===== src/rtl/fg_pkg.sv =====
// Shared types and helpers for the function-generator output stage.
// Holds the ramp FSM state encoding and the sample saturation helper.
package fg_pkg;

  typedef enum logic [1:0] {
    IDLE,
    RAMP_UP,
    RUN,
    RAMP_DOWN
  } fg_ramp_state_t;

  localparam int unsigned FG_BITWIDTH   = 16;
  localparam int signed   FG_SAMPLE_MAX = (2 ** (FG_BITWIDTH - 1)) - 1;
  localparam int signed   FG_SAMPLE_MIN = -(2 ** (FG_BITWIDTH - 1));

  // Working width for fg_sat; callers sign-extend into it (bw + 2 must fit).
  localparam int unsigned FG_SAT_W = 40;

  function automatic logic signed [FG_SAT_W-1:0] fg_sat(
    input logic signed [FG_SAT_W-1:0] v,
    input int unsigned                bw
  );
    logic signed [FG_SAT_W-1:0] hi;
    logic signed [FG_SAT_W-1:0] lo;
    hi = {{(FG_SAT_W - 1){1'b0}}, 1'b1} <<< (bw - 1);
    hi = hi - FG_SAT_W'(1);
    lo = ~hi;
    if (v > hi) begin
      return hi;
    end
    if (v < lo) begin
      return lo;
    end
    return v;
  endfunction

endpackage


===== src/rtl/fg_ramp_ctrl.sv =====
// Soft enable/disable gain ramp: FSM plus gain counter, advancing only on strobe_i.
// Gain runs 0..2^RAMP_BITS, one step per strobe.
module fg_ramp_ctrl
  import fg_pkg::*;
#(
  parameter int unsigned RAMP_BITS = 4
) (
  input  logic                 clk_i,
  input  logic                 rst_i,
  input  logic                 strobe_i,
  input  logic                 enable_i,
  output logic [RAMP_BITS:0]   gain_o,
  output logic                 active_o
);

  localparam logic [RAMP_BITS:0] GAIN_MAX = {1'b1, {RAMP_BITS{1'b0}}};
  localparam logic [RAMP_BITS:0] GAIN_ONE = (RAMP_BITS + 1)'(1);

  fg_ramp_state_t       state_q, state_d;
  logic [RAMP_BITS:0]   gain_q, gain_d;

  always_ff @(posedge clk_i or posedge rst_i) begin
    if (rst_i) begin
      state_q <= IDLE;
      gain_q  <= '0;
    end else begin
      state_q <= state_d;
      gain_q  <= gain_d;
    end
  end

  // Reversals can enter RAMP_UP at full gain or RAMP_DOWN at zero gain,
  // so both ramps finish on the current gain before stepping past a limit.
  always_comb begin
    state_d = state_q;
    gain_d  = gain_q;
    if (strobe_i) begin
      unique case (state_q)
        IDLE: begin
          gain_d = '0;
          if (enable_i) state_d = RAMP_UP;
        end
        RAMP_UP: begin
          if (!enable_i) begin
            state_d = RAMP_DOWN;
          end else if (gain_q == GAIN_MAX) begin
            state_d = RUN;
          end else begin
            gain_d = gain_q + GAIN_ONE;
            if (gain_d == GAIN_MAX) state_d = RUN;
          end
        end
        RUN: begin
          gain_d = GAIN_MAX;
          if (!enable_i) state_d = RAMP_DOWN;
        end
        RAMP_DOWN: begin
          if (enable_i) begin
            state_d = RAMP_UP;
          end else if (gain_q == '0) begin
            state_d = IDLE;
          end else begin
            gain_d = gain_q - GAIN_ONE;
            if (gain_d == '0) state_d = IDLE;
          end
        end
      endcase
    end
  end

  always_comb begin
    gain_o   = gain_q;
    active_o = (state_q != IDLE);
  end

endmodule


===== src/rtl/fg_output_stage.sv =====
// Registered output stage: channel select + offset, saturate/wrap, soft gain ramp.
// Build option FG_OUTPUT_SATURATE_EN enables clamping and the sticky clip flag.
module fg_output_stage
  import fg_pkg::*;
#(
  parameter int unsigned BITWIDTH   = 16,
  parameter int unsigned DATA_COUNT = 3,
  parameter int unsigned RAMP_BITS  = 4
) (
  input  logic                                  clk_i,
  input  logic                                  rst_i,
  input  logic                                  strobe_i,
  input  logic                                  enable_i,
  input  logic [$clog2(DATA_COUNT)-1:0]         select_i,
  input  logic signed [BITWIDTH-1:0]            offset_i,
  input  logic [DATA_COUNT*(BITWIDTH+1)-1:0]    data_i,
  input  logic                                  clear_i,
  output logic signed [BITWIDTH-1:0]            out_o,
  output logic                                  valid_o,
  output logic                                  clip_o,
  output logic                                  active_o
);

  localparam int unsigned SUM_W  = BITWIDTH + 2;
  localparam int unsigned GAIN_W = RAMP_BITS + 1;
  localparam int unsigned PROD_W = BITWIDTH + GAIN_W + 1;

  logic [GAIN_W-1:0]          gain_cur;
  logic signed [BITWIDTH:0]   sample;
  logic signed [SUM_W-1:0]    sum_d;

  logic signed [SUM_W-1:0]    sum_q;
  logic [GAIN_W-1:0]          gain_q;
  logic                       v1_q;

  logic signed [BITWIDTH-1:0] sat;
  logic signed [PROD_W-1:0]   prod;
  logic signed [BITWIDTH-1:0] out_d;
  logic                       clip_hit;

  fg_ramp_ctrl #(
    .RAMP_BITS (RAMP_BITS)
  ) u_ramp (
    .clk_i    (clk_i),
    .rst_i    (rst_i),
    .strobe_i (strobe_i),
    .enable_i (enable_i),
    .gain_o   (gain_cur),
    .active_o (active_o)
  );

  // Out-of-range selects fall back to channel 0.
  always_comb begin
    sample = data_i[0 +: BITWIDTH + 1];
    for (int unsigned k = 1; k < DATA_COUNT; k++) begin
      if (32'(select_i) == k) sample = data_i[k*(BITWIDTH+1) +: BITWIDTH + 1];
    end
    sum_d = SUM_W'(sample) + SUM_W'(offset_i);
  end

  always_ff @(posedge clk_i or posedge rst_i) begin
    if (rst_i) begin
      sum_q  <= '0;
      gain_q <= '0;
      v1_q   <= 1'b0;
    end else begin
      v1_q <= strobe_i;
      if (strobe_i) begin
        sum_q  <= sum_d;
        gain_q <= gain_cur;
      end
    end
  end

`ifdef FG_OUTPUT_SATURATE_EN
  logic signed [FG_SAT_W-1:0] sat_full;

  always_comb begin
    sat_full = fg_sat(FG_SAT_W'(sum_q), BITWIDTH);
    sat      = sat_full[BITWIDTH-1:0];
    clip_hit = (sat_full != FG_SAT_W'(sum_q));
  end

  logic clip_q;

  always_ff @(posedge clk_i or posedge rst_i) begin
    if (rst_i) begin
      clip_q <= 1'b0;
    end else if (v1_q && clip_hit) begin
      clip_q <= 1'b1;
    end else if (clear_i) begin
      clip_q <= 1'b0;
    end
  end

  assign clip_o = clip_q;
`else
  logic [SUM_W-BITWIDTH-1:0] sum_hi_unused;
  logic                      clear_unused;

  always_comb begin
    sat      = sum_q[BITWIDTH-1:0];
    clip_hit = 1'b0;
  end

  assign sum_hi_unused = sum_q[SUM_W-1:BITWIDTH];
  assign clear_unused  = clear_i | clip_hit;
  assign clip_o        = 1'b0;
`endif

  // Gain is zero-extended so the product stays signed; >>> floors toward -inf.
  always_comb begin
    prod  = PROD_W'(sat) * PROD_W'($signed({1'b0, gain_q}));
    out_d = BITWIDTH'(prod >>> RAMP_BITS);
  end

  always_ff @(posedge clk_i or posedge rst_i) begin
    if (rst_i) begin
      out_o   <= '0;
      valid_o <= 1'b0;
    end else begin
      valid_o <= v1_q;
      if (v1_q) out_o <= out_d;
    end
  end

endmodule


===== config.mk =====
export PLATFORM = sky130hd
export DESIGN_NAME = fg_output_stage
export DESIGN_NICKNAME = d
export VERILOG_FILES = /design/src/rtl/fg_pkg.sv /design/src/rtl/fg_ramp_ctrl.sv /design/src/rtl/fg_output_stage.sv
export SDC_FILE = /design/constraint.sdc
export NUM_CORES = 1
export LEC_CHECK = 0
export ABC_AREA = 0
export BUFFER_PORTS_ARGS = -buffer_cell sky130_fd_sc_hd__buf_2
export CAP_MARGIN = 30
export CORE_UTILIZATION = 35
export DETAILED_ROUTE_END_ITERATION = 6
export GPL_TIMING_DRIVEN = 0
export PLACE_DENSITY = 0.66
export SYNTH_ARGS = -nofsm -noshare
export SYNTH_HDL_FRONTEND = slang
export SYNTH_SLANG_ARGS = --single-unit

===== constraint.sdc =====
create_clock -name clk_i -period 12.3 [get_ports clk_i]
set_input_delay 0.615 -clock clk_i [delete_from_list [all_inputs] [get_ports clk_i]]
set_output_delay 0.615 -clock clk_i [all_outputs]
set_load 0.01 [all_outputs]

# ---- After elaboration in Yosys (flattened, before gate mapping)
# Index checks and enable logic that the tools add are counted.
# Widths: inputs -> output; s select.
dict set report classes {
  mul 1
  n_addsub 3
  mux 16
  n_reduce_logical 6
  n_eq_ne 15
}
# operator count
set ops {}
lappend ops {{$mux 16} 2}
lappend ops {{$mul 16x6->20} 1}
lappend ops {{$mux 5} 4}
lappend ops {{$pmux 5 s4} 1}
lappend ops {{$add 16x16->16} 1}
lappend ops {{$mux 2} 8}
lappend ops {{$ne 2x2->1 const B} 6}
lappend ops {{$eq 5x5->1 const B} 2}
lappend ops {{$logic_not 5->1} 2}
lappend ops {{$reduce_and 5->1} 2}
lappend ops {{$ne 4x2->1 const B} 2}
lappend ops {{$pmux 2 s4} 1}
lappend ops {{$eq 2x2->1 const B} 3}
lappend ops {{$add 5x1->5 const B} 1}
lappend ops {{$sub 5x1->5 const B} 1}
lappend ops {{$eq 2x1->1 const B} 2}
lappend ops {{$logic_not 2->1} 1}
lappend ops {{$reduce_bool 2->1} 1}
dict set report totals {
  inputBits 74
  elab_cells 48
  ff_bits 46
}

# ---- Longest topological paths before layout
dict set report depth {
  word_depth 6
  depth_mapped 15
  mapped_depth_nobuf 14
}

# ---- By module
# Synthesis repeated with hierarchy kept, for this count alone.
dict set report unflattened {
  hier_cells 702
  area_unflattened_um2 6242.2
}
# module seq_area_each_um2 area_per_inst_um2 instances cells_each
set by_module_without_submodules {}
lappend by_module_without_submodules {fg_output_stage 975.9 5385.2 1 605}
lappend by_module_without_submodules {fg_ramp_ctrl 175.2 857.1 1 97}

# ---- Worst setup path before layout
# Ideal clock, no wire load.
dict set report synth_timing {
  kind {register -> register}
  from {register gain_q[2]}
  to {register out_o[11]}
  setup_ns 0.125
  n_path_buf 2
  path_slack_ns 8.257
  stages_incl_launch_ff 16
  arrival_time_ns 3.918
  period_less_slack_ns 4.043
  t_required_ns 12.175
  path_cell_list {dfrtp_1 -> clkbuf_1 -> and2_1 -> fa_1 -> fa_1 -> inv_1 -> fa_1 -> inv_1 -> ha_1 -> clkbuf_1 -> o211a_1 -> and3_1 -> a311oi_2 -> o21ai_1 -> xor2_1 -> mux2_2}
}
dict set report synth_between {
  elab_chain_cells 1
}
# item line
set synth_lines {}
lappend synth_lines {{from (decl)} fg_output_stage.sv:33} ;# logic [GAIN_W-1:0] gain_q;
lappend synth_lines {{from (signal assigned)} fg_output_stage.sv:70} ;# gain_q <= gain_cur;
lappend synth_lines {{$mul 16x6->20} fg_output_stage.sv:113} ;# prod = PROD_W'(sat) * PROD_W'($signed({1'b0, gain_q}));
lappend synth_lines {{to (signal assigned)} fg_output_stage.sv:123} ;# if (v1_q) out_o <= out_d;
lappend synth_lines {{to (decl)} fg_output_stage.sv:18} ;# output logic signed [BITWIDTH-1:0] out_o,
# Every way passes these cells.
# A chain may end at the register's enable or synchronous reset.

# ---- Worst setup path in the final report
dict set report layout_timing {
  from {register gain_q[1]}
  to {register out_o[11]}
}
# The elaborated chain is that of the path after synthesis.

==> flow_metrics.env <==
export IMPL_viasPerCell=4.82
export IMPL_timing_worst_setup_path_type="reg2reg"
export IMPL_grt_use_total_pct=15.2
export IMPL_avgRoutedWirePerCell_um=12.6
export IMPL_dieWidth_um=132
export IMPL_regToRegStartpoint="gain_q[1]$_DFFE_PP0P_"
export IMPL_syn_cell_area_um2=5920
export IMPL_first_global_vias=4696
export IMPL_period_needed_ns=4.57
export IMPL_startpoint="gain_q[1]$_DFFE_PP0P_"
export IMPL_area_growth_synth_to_final_pct=14.8
export IMPL_rows=47
export IMPL_headroom_to_the_max_slew_limit_pct=61.2
export IMPL_synth_ff_type="sky130_fd_sc_hd__dfrtp_1"
export IMPL_global_route_wire_length_before_repair_mm=21.9
export IMPL_cts_clk_slew_worst_paths_ns=0.07
export IMPL_post_synth_edffs=0
export IMPL_max_freq_mhz=219
export IMPL_timing_clock_skew_ns=0.00402
export IMPL_cap_violations=0
export IMPL_dr_total_vias=4809
export IMPL_gp_congestion=0.840
export IMPL_ys_seq_area_share_pct=19.4
export IMPL_regToRegSetupSlack_ns=7.73
export IMPL_cts_buffers=5
export IMPL_cts_root_to_sink_buffers=2
export IMPL_chipHeight_um=132
export IMPL_clock_latency_ns=0.30
export IMPL_port_buffers=85
export IMPL_syn_num_nets=862
export IMPL_rsz0062_at_grt="false"
export IMPL_yosys_cell_types_count=62
export IMPL_initial_core_util_pct=35.8
export IMPL_timing_final_max_slew_violations=0
export IMPL_design_area_um2=6800
export IMPL_final_fill_count=1664
export IMPL_synth_top_area_cell="sky130_fd_sc_hd__dfrtp_1"
export IMPL_yosysMostFrequentCell="sky130_fd_sc_hd__inv_1"
export IMPL_clock_root_buffer="sky130_fd_sc_hd__clkbuf_16"
export IMPL_cell_with_the_largest_stage_delay_on_the_worst_path="sky130_fd_sc_hd__fa_1"
export IMPL_placed_cell_area_um2=6640
export IMPL_antenna_found_initial=0
export IMPL_drt_antenna_violating_nets=0
export IMPL_cts_tree="done"
export IMPL_critPathMostFrequentCell="sky130_fd_sc_hd__fa_1"
export IMPL_cts_num_sinks=46
export IMPL_ir_drop_mv=0.0894
export IMPL_yosys_warnings=0
export IMPL_cts_max_level=2
export IMPL_synth_top_cell_area_share_pct=19.4
export IMPL_rr_endpoint="out_o[11]$_DFFE_PP0P_"
export IMPL_syn_instance_count=683
export IMPL_drt_first_pass_iters=4
export IMPL_yosys_register_bits=46
export IMPL_worst_ep_arrival_time_ns=4.76
export IMPL_path_cells="clkbuf_1 > and2_1 > fa_1 > fa_1 > inv_1 > fa_1 > inv_1 > ha_1 > clkbuf_1 > o211a_1 > and3_1 > a311oi_2 > o21ai_1 > xor2_1 > mux2_2"
export IMPL_drc=0
export IMPL_tightestPinTransition_ns=0.583
export IMPL_report_final_hold_viol_count=0
export IMPL_finalSetupViolCount=0
export IMPL_startpoint_type="register"
export IMPL_worst_endpoint_required_ns=12.49
export IMPL_timing_critical_path_fanout_max=10
export IMPL_fp_dieArea_um2=17400
export IMPL_fin_crit_sh_pct=37.1
export IMPL_post_synth_main_area_contributors="sky130_fd_sc_hd__dfrtp_1 19%, sky130_fd_sc_hd__fa_1 16%, sky130_fd_sc_hd__ha_1 12%"
export IMPL_worst_setup_path_endpoint="out_o[11]$_DFFE_PP0P_"
export IMPL_tns_ns=0
export IMPL_design_final_nets=955
export IMPL_synthTopCellsByCount="93 x sky130_fd_sc_hd__inv_1, 73 x sky130_fd_sc_hd__and2_1, 58 x sky130_fd_sc_hd__ha_1"
export IMPL_asyncSetResetFlopFracSynth_pct=100
export IMPL_grt_overflow=0
export IMPL_powerDensity_nw_per_um2=230
export IMPL_dp_final_hpwl_mm=10.5
export IMPL_postSynthAreaPerCell_um2=8.67
export IMPL_worst_path_largest_cell_delay_ns=0.54
export IMPL_insertedDiodeCount=0
export IMPL_total_routed_wirelength_mm=12.6
export IMPL_post_route_cells_drive_above_1_share_pct=17.2
export IMPL_dr_first_iter_drc_count=227
export IMPL_outcome="complete, no violations"
export IMPL_cts_setup_buffers=0
export IMPL_crit_path_end_kind="register"
export IMPL_hold_path_class="in2async"
export IMPL_top_level_ports=93
export IMPL_cts_repair_resized=0
export IMPL_cts_hold_buffers=0
export IMPL_grt_start_max_net_pins=29
export IMPL_core_area_um2=16500
export IMPL_static_leakage_power_nw=3.31
export IMPL_r2r_worst_path_cells=15
## through the flow
| step | hold WS, ns | total power [mW] | utilization, % | worst slack, ns | std cells |
|---|---|---|---|---|---|
| floorplan | 0.352 | 1.18 | - | 8.26 | 683 |
| global placement | 0.357 | 1.41 | 40.1 | 7.78 | 988 |
| detailed placement | 0.359 | 1.43 | 40.2 | 7.73 | 989 |
| CTS | 0.317 | 1.58 | 41.1 | 7.70 | 997 |
| global route | 0.351 | 1.77 | 41.1 | 7.51 | 997 |
| finish | 0.303 | 1.56 | 41.1 | 7.73 | 997 |
## kinds of logic after synthesis
kind of cell               synth area share, %
AOI/OAI and AO/OA                         16.0
xor gates and xnor gates                  4.29
adders and majority gates                 28.1
buffers and inverters                     7.73
DFF                                       19.4
muxes                                     5.70
other                                   0.0633
and+or+nand+nor                           18.6
## layout by cell type, fill, tap and decap left out, types with 4 or more instances in the layout
cell type	synthesis	final
sky130_fd_sc_hd__inv_1	93	92
sky130_fd_sc_hd__buf_2	3	88
sky130_fd_sc_hd__and2_1	73	73
sky130_fd_sc_hd__ha_1	58	58
sky130_fd_sc_hd__nor2_1	53	53
sky130_fd_sc_hd__fa_1	47	47
sky130_fd_sc_hd__dfrtp_1	46	46
sky130_fd_sc_hd__nand2_1	40	40
sky130_fd_sc_hd__a21oi_1	37	37
sky130_fd_sc_hd__mux2_2	22	22
sky130_fd_sc_hd__clkbuf_1	21	21
sky130_fd_sc_hd__xnor2_1	21	21
sky130_fd_sc_hd__o21ai_0	19	19
sky130_fd_sc_hd__o22ai_1	14	14
sky130_fd_sc_hd__nand3_1	12	12
sky130_fd_sc_hd__a211oi_1	9	9
sky130_fd_sc_hd__mux2i_1	9	9
sky130_fd_sc_hd__xor2_1	8	8
sky130_fd_sc_hd__a21o_1	8	8
sky130_fd_sc_hd__nor3_1	8	8
sky130_fd_sc_hd__o211ai_1	6	6
sky130_fd_sc_hd__o21bai_1	5	5
sky130_fd_sc_hd__nor2b_1	5	5
sky130_fd_sc_hd__o21a_1	5	5
sky130_fd_sc_hd__clkbuf_16	0	5
sky130_fd_sc_hd__nand4_1	4	4
sky130_fd_sc_hd__and3_1	4	4
## where the power goes
part           switching (mW)  total, mW  internal, mW  leakage (nW)
Combinational           0.643       1.15         0.502          2.68
Sequential             0.0588      0.273         0.214         0.559
Clock                  0.0675      0.145        0.0780        0.0763
## sequential cells by signal (all words and copies together), names as in the netlist
register        count
gain_q              5
v1_q                1
u_ramp.state_q      2
u_ramp.gain_o       5
valid_o             1
out_o              16
sum_q              16
## worst max-delay path: cells and delay by family, from the launching register on
kind	cells	cell delay [ns]
xor+xnor	1	0.16
buf+inv	4	0.63
simple gates	2	0.40
fa+ha+maj	4	1.79
mux	1	0.26
flops	1	0.47
compound gates	3	0.74
## final cells by class
type	instances	area [µm²]	share of cell area [%]
Clock buffer	5	125	1.84
Tap cell	220	275	4.05
Clock inverter	3	28.8	0.423
Timing Repair Buffer	86	445	6.55
Buffer	27	109	1.60
Multi-Input combinational cell	517	4310	63.5
Inverter	93	349	5.14
Sequential cell	46	1150	16.9
## metal layers
metal / vias to the layer above / track usage [%] / wire length [µm] / share of wire (%)
met1: 2202 / 21.1 / 6400 / 51
met5: - / 0 / 0 / 0
li1: 2473 / - / - / -
met4: 0 / 3.55 / 105 / 0.83
met3: 5 / 2.08 / 549 / 4.4
met2: 129 / 24.9 / 5550 / 44
## worst min path at each step
stage	endpoint	slack, ns	cells after the start
2_1_floorplan	valid_o$_DFF_PP0_	0.35	0
3_3_place_gp	valid_o$_DFF_PP0_	0.36	0
3_5_place_dp	valid_o$_DFF_PP0_	0.36	0
4_1_cts	v1_q$_DFF_PP0_	0.32	2
5_1_grt	v1_q$_DFF_PP0_	0.35	2
6_report	v1_q$_DFF_PP0_	0.30	2
Power figures use the tool's default switching activity.
